==> src/rtl/rob_unit.sv <==
// Reorder buffer: in-order issue into a circular buffer, out-of-order writeback,
// in-order commit, and a full flush when a committing branch was mispredicted.
module rob_unit #(
  parameter int ROB_BIT = 3
) (
  input  logic               clk_in,
  input  logic               rst_in,
  input  logic               rdy_in,
  // issue
  input  logic               issue_valid,
  input  logic [1:0]         issue_type,
  input  logic [4:0]         issue_rd,
  input  logic [31:0]        issue_pc,
  input  logic               issue_pred_jump,
  output logic               rob_full,
  output logic               rob_empty,
  output logic [ROB_BIT-1:0] issue_rob_entry,
  // writeback
  input  logic               wb_valid,
  input  logic [ROB_BIT-1:0] wb_rob_entry,
  input  logic [31:0]        wb_value,
  input  logic               wb_jump,
  input  logic [31:0]        wb_redirect_pc,
  // commit
  output logic               rob_commit,
  output logic [4:0]         commit_reg_id,
  output logic [31:0]        commit_reg_data,
  output logic [ROB_BIT-1:0] commit_rob_entry,
  output logic               store_commit,
  // flush
  output logic               rob_clear_up,
  output logic [31:0]        clear_pc,
  // operand lookup
  input  logic [ROB_BIT-1:0] get_rob_entry1,
  output logic               ready1,
  output logic [31:0]        value1,
  input  logic [ROB_BIT-1:0] get_rob_entry2,
  output logic               ready2,
  output logic [31:0]        value2
);

  localparam int unsigned DEPTH = 1 << ROB_BIT;
  localparam logic [ROB_BIT:0] FULL_COUNT = {1'b1, {ROB_BIT{1'b0}}};

  typedef enum logic [1:0] {
    ROB_REG   = 2'd0,
    ROB_BR    = 2'd1,
    ROB_STORE = 2'd2
  } rob_type_e;

  logic [DEPTH-1:0]   busy;
  logic [DEPTH-1:0]   ready;
  logic [1:0]         kind_q      [DEPTH];
  logic [4:0]         rd_q        [DEPTH];
  logic [31:0]        pc_q        [DEPTH];
  logic               pred_q      [DEPTH];
  logic [31:0]        value_q     [DEPTH];
  logic               jump_q      [DEPTH];
  logic [31:0]        redirect_q  [DEPTH];

  logic [ROB_BIT-1:0] head, tail;
  logic [ROB_BIT:0]   count;

  logic do_issue, do_wb, do_commit, mispredict;

  assign rob_full        = (count == FULL_COUNT);
  assign rob_empty       = (count == '0);
  assign issue_rob_entry = tail;

  always_comb begin
    do_issue   = issue_valid && !rob_full && !rob_clear_up;
    do_wb      = wb_valid && busy[wb_rob_entry] && !rob_clear_up;
    do_commit  = busy[head] && ready[head] && !rob_clear_up;
    mispredict = do_commit && (kind_q[head] == ROB_BR) && (jump_q[head] != pred_q[head]);
  end

  always_ff @(posedge clk_in) begin
    if (rst_in) begin
      head             <= '0;
      tail             <= '0;
      count            <= '0;
      busy             <= '0;
      ready            <= '0;
      rob_commit       <= 1'b0;
      store_commit     <= 1'b0;
      rob_clear_up     <= 1'b0;
      commit_reg_id    <= '0;
      commit_reg_data  <= '0;
      commit_rob_entry <= '0;
      clear_pc         <= '0;
    end else if (rdy_in) begin
      rob_commit   <= 1'b0;
      store_commit <= 1'b0;
      rob_clear_up <= 1'b0;

      if (do_issue) begin
        busy[tail]   <= 1'b1;
        ready[tail]  <= 1'b0;
        kind_q[tail] <= issue_type;
        rd_q[tail]   <= issue_rd;
        pc_q[tail]   <= issue_pc;
        pred_q[tail] <= issue_pred_jump;
        tail         <= tail + ROB_BIT'(1);
      end

      if (do_wb) begin
        ready[wb_rob_entry]      <= 1'b1;
        value_q[wb_rob_entry]    <= wb_value;
        jump_q[wb_rob_entry]     <= wb_jump;
        redirect_q[wb_rob_entry] <= wb_redirect_pc;
      end

      if (do_commit) begin
        busy[head]       <= 1'b0;
        head             <= head + ROB_BIT'(1);
        rob_commit       <= (kind_q[head] != ROB_STORE);
        store_commit     <= (kind_q[head] == ROB_STORE);
        commit_reg_id    <= rd_q[head];
        commit_reg_data  <= value_q[head];
        commit_rob_entry <= head;
      end

      if (do_issue && !do_commit)
        count <= count + (ROB_BIT+1)'(1);
      else if (do_commit && !do_issue)
        count <= count - (ROB_BIT+1)'(1);

      // Flush is last so it overrides any issue/writeback landing on the same edge.
      if (mispredict) begin
        rob_clear_up <= 1'b1;
        clear_pc     <= redirect_q[head];
        busy         <= '0;
        ready        <= '0;
        head         <= '0;
        tail         <= '0;
        count        <= '0;
      end
    end
  end

  always_comb begin
    ready1 = ready[get_rob_entry1];
    value1 = value_q[get_rob_entry1];
    if (wb_valid && (wb_rob_entry == get_rob_entry1)) begin
      ready1 = 1'b1;
      value1 = wb_value;
    end
    ready2 = ready[get_rob_entry2];
    value2 = value_q[get_rob_entry2];
    if (wb_valid && (wb_rob_entry == get_rob_entry2)) begin
      ready2 = 1'b1;
      value2 = wb_value;
    end
  end

endmodule

==> config.mk <==
export PLATFORM = sky130hd
export DESIGN_NAME = rob_unit
export DESIGN_NICKNAME = d
export VERILOG_FILES = /design/src/rtl/rob_unit.sv
export SDC_FILE = /design/constraint.sdc
export NUM_CORES = 1
export LEC_CHECK = 0
export BUFFER_PORTS_ARGS = -buffer_cell sky130_fd_sc_hd__buf_2
export CAP_MARGIN = 20
export CORE_MARGIN = 1.5
export CORE_UTILIZATION = 62
export CTS_BUF_LIST = sky130_fd_sc_hd__clkbuf_8
export DETAILED_ROUTE_END_ITERATION = 10
export PLACE_DENSITY = 0.86
export SLEW_MARGIN = 0
export SYNTH_ARGS = -nofsm -noshare
export SYNTH_HDL_FRONTEND = slang
export SYNTH_SLANG_ARGS = --single-unit
export TNS_END_PERCENT = 1
==> constraint.sdc <==
create_clock -name clk_in -period 10 [get_ports clk_in]
set_input_delay 2 -clock clk_in [delete_from_list [all_inputs] [get_ports clk_in]]
set_output_delay 2 -clock clk_in [all_outputs]
set_load 0.005 [all_outputs]
==> impl_metrics.json <==
{
  "status": "complete, no violations",
  "start_util_pct": 62.78,
  "syn_nets": 2158,
  "cts_resized": 0,
  "dieArea_um2": 50810,
  "routabilityCongestion": 0.8551,
  "swShare_pct": 22.30,
  "grt_overflow": 0,
  "wl_per_cell_um": 28.07,
  "rrSetupSlack_ns": 5.21,
  "regArea_um2": 19630,
  "cts_tree": "built",
  "nFillCells": 3102,
  "p_per_area_nw_per_um2": 162.6,
  "postRouteAntennaNets": 0,
  "area_growth_pct": 12.22,
  "fin_skew_ns": 0.06966,
  "numPortBuffers": 232,
  "clock_sinks": 688,
  "rsz0062_at_grt": "no",
  "worst_slew_pin_slew_ns": 1.200,
  "grt_pass1_vias": 20620,
  "grt_pass1_wl_mm": 124.6,
  "drtPass1Iterations": 8,
  "crit_chain": "buf_2 > buf_4 > xnor2_1 > nand4_1 > buf_4 > a21oi_1 > buf_2",
  "clockPowerShare_pct": 39.3,
  "fp-row-count": 81,
  "design_area_um2": 34420,
  "synth-seq-area-share_pct": 63.97,
  "comb_power_share_pct": 5.1,
  "netlist_top_cells_area": "edfxtp_1 57%, mux4_2 12%, dfxtp_1 6.8%",
  "hold_depth": 2,
  "finalNetCount": 2367,
  "insertion_delay_ns": 0.73,
  "finish.utilization_pct": 70.45,
  "synthArstFlopShare_pct": 0,
  "synthCells": 2034,
  "min_period_ns": 6.873,
  "drv_slew": 0,
  "max_freq_ghz": 0.1455,
  "crit_start": "get_rob_entry1[2]",
  "crit_required_ns": 8.00,
  "dpl.hpwl_mm": 49.04,
  "synth_warnings": 0,
  "place_ws_ns": 3.261,
  "cap_violations": 0,
  "worst_ep_arrival_time_ns": 4.87,
  "hold_violations": 0,
  "regToRegStartpoint": "head[1]",
  "synth_top_area_share_pct": 57.18,
  "multi_input_area_um2": 10400,
  "synth-edff-count": 584,
  "max_slew_margin_pct": 19.98,
  "synth_most_common_cell": "edfxtp_1",
  "num_vias": 20930,
  "power_switching_mw": 1.248,
  "post_cts_buffers": 0,
  "postRouteWirelength_mm": 84.32,
  "ys.flop_type": "edfxtp_1",
  "leakagePower_nw": 11.58,
  "r2r-end": "clear_pc[8]",
  "synth_cell_types": 59,
  "slowest_delay_ns": 0.66,
  "fin_setup_tns_ns": 0,
  "ctsHoldBuffers": 0,
  "grt_use_total_pct": 33.26,
  "cts_made_buffers": 103,
  "die_h_um": 225.4,
  "crit_slowest_cell": "buf_4",
  "drc": 0,
  "syn-mean-instance-area_um2": 15.08,
  "io_pins": 265,
  "drtIter0Drc": 3015,
  "peakVddDrop_mv": 0.1055,
  "crit_fanout": 48,
  "grt_max_degree": 77,
  "drive_gt1_share_pct": 27.73,
  "worstSetupPathType": "input port to primary output",
  "cp-start-kind": "input port",
  "cts-root-buf": "clkbuf_8",
  "cts_max_level": 3,
  "ff2ff_path_depth": 9,
  "setup_slack_ns": 3.127,
  "p_int_mw": 4.349,
  "vias_per_cell": 6.969,
  "hp-start": "rob_commit",
  "synth_seq_cells": 688,
  "cts_buffer_depth": 3,
  "yosys.area.top_type": "edfxtp_1",
  "synth_area_um2": 30670,
  "grt_antenna_before_repair": 11,
  "place_area_um2": 32410,
  "cp-end-kind": "primary output",
  "dieWidth_um": 225.4,
  "min_path_type": "flip-flop to flip-flop",
  "fin_crit_sh_pct": 68.73,
  "core_um2": 48850,
  "seq_power_share_pct": 55.7,
  "ys_top_cells_by_count": "584 x edfxtp_1, 220 x nor2_1, 161 x mux4_2",
  "setup_viol": 0,
  "clk_pin_slew_ns": 0.06,
  "hold_end": "rob_commit"
}
-- worst max-delay path, delay by kind of cell --
| family | cells | cell delay, ns |
|---|---|---|
| buf+inv | 4 | 1.49 |
| xor+xnor | 1 | 0.19 |
| compound gates | 1 | 0.54 |
| simple gates | 1 | 0.56 |
-- cell type report --
| class | count | area share (%) |
|---|---|---|
| diodes | 10 | 0.07271 |
| clock inverters | 78 | 1.203 |
| multi-input cells | 1160 | 30.23 |
| well taps | 664 | 2.414 |
| repair buffers | 267 | 4.232 |
| inverters | 23 | 0.2509 |
| flip-flops and latches | 688 | 57.04 |
| clock buffers | 114 | 4.559 |
-- how the worst max path moves through the flow --
stage | end | slack (ns) | cells past startpoint
floorplan | jump_q[0] | 2.28 | 5
global placement | value1[30] | 3.32 | 7
detailed placement | value1[30] | 3.26 | 7
CTS | value1[30] | 3.24 | 7
global route | value1[30] | 3.05 | 7
finish | value1[30] | 3.13 | 7
-- through the flow --
| stage | hold slack (ns) | instances | power [mW] |
|---|---|---|---|
| 2_1_floorplan | 0.4527 | 2034 | 3.332 |
| 3_3_place_gp | 0.4437 | 2801 | 3.445 |
| 3_5_place_dp | 0.4524 | 2802 | 3.455 |
| 4_1_cts | 0.4603 | 2994 | 5.604 |
| 5_1_grt | 0.4900 | 2998 | 5.748 |
| 6_report | 0.4588 | 3004 | 5.598 |
-- registers in the layout, indices dropped and copies added, names as in the netlist, 4 cells and up, named ones only --
register and flops:
kind_q 16, rd_q 40, count 4, jump_q 8
commit_reg_data 32, redirect_q 256, commit_reg_id 5, clear_pc 32
ready 8, pred_q 8, value_q 256, busy 8
-- layer usage --
layer | GRT usage, % | up-vias | part of all wire (%)
li1 | - | 8606 | -
met1 | 43.44 | 10310 | 35
met2 | 53.33 | 1658 | 48
met3 | 7.784 | 350 | 12
met4 | 15.63 | 8 | 4.9
met5 | 0 | - | 0.060
-- power by group through the flow --
stage	Clock [mW]	Sequential, mW	Combinational, mW
6_report	2.20	3.12	0.283
5_1_grt	2.33	3.12	0.301
4_1_cts	2.21	3.12	0.279
3_5_place_dp	0	3.18	0.278
3_3_place_gp	0	3.18	0.268
2_1_floorplan	0	3.18	0.155
-- placed cells by master (no fill, tap or decap), types with 66 or more instances in the layout --
cell type	count
mux4_2	161
mux2i_1	127
dfxtp_1	101
edfxtp_1	584
clkbuf_8	114
nor2_1	205
buf_2	227
a21oi_1	145
nand2_1	66
inv_1	77
-- kinds of logic after synthesis --
kind of cell / synth area share (%)
AO/OA/AOI/OAI: 9.833
XOR/XNOR: 0.5426
adder cells (fa/ha/maj): 0.2285
buffers and inverters: 2.501
flip-flops: 63.97
multiplexers: 17.81
AND/OR/NAND/NOR: 5.108
Power figures use the tool's default switching activity.
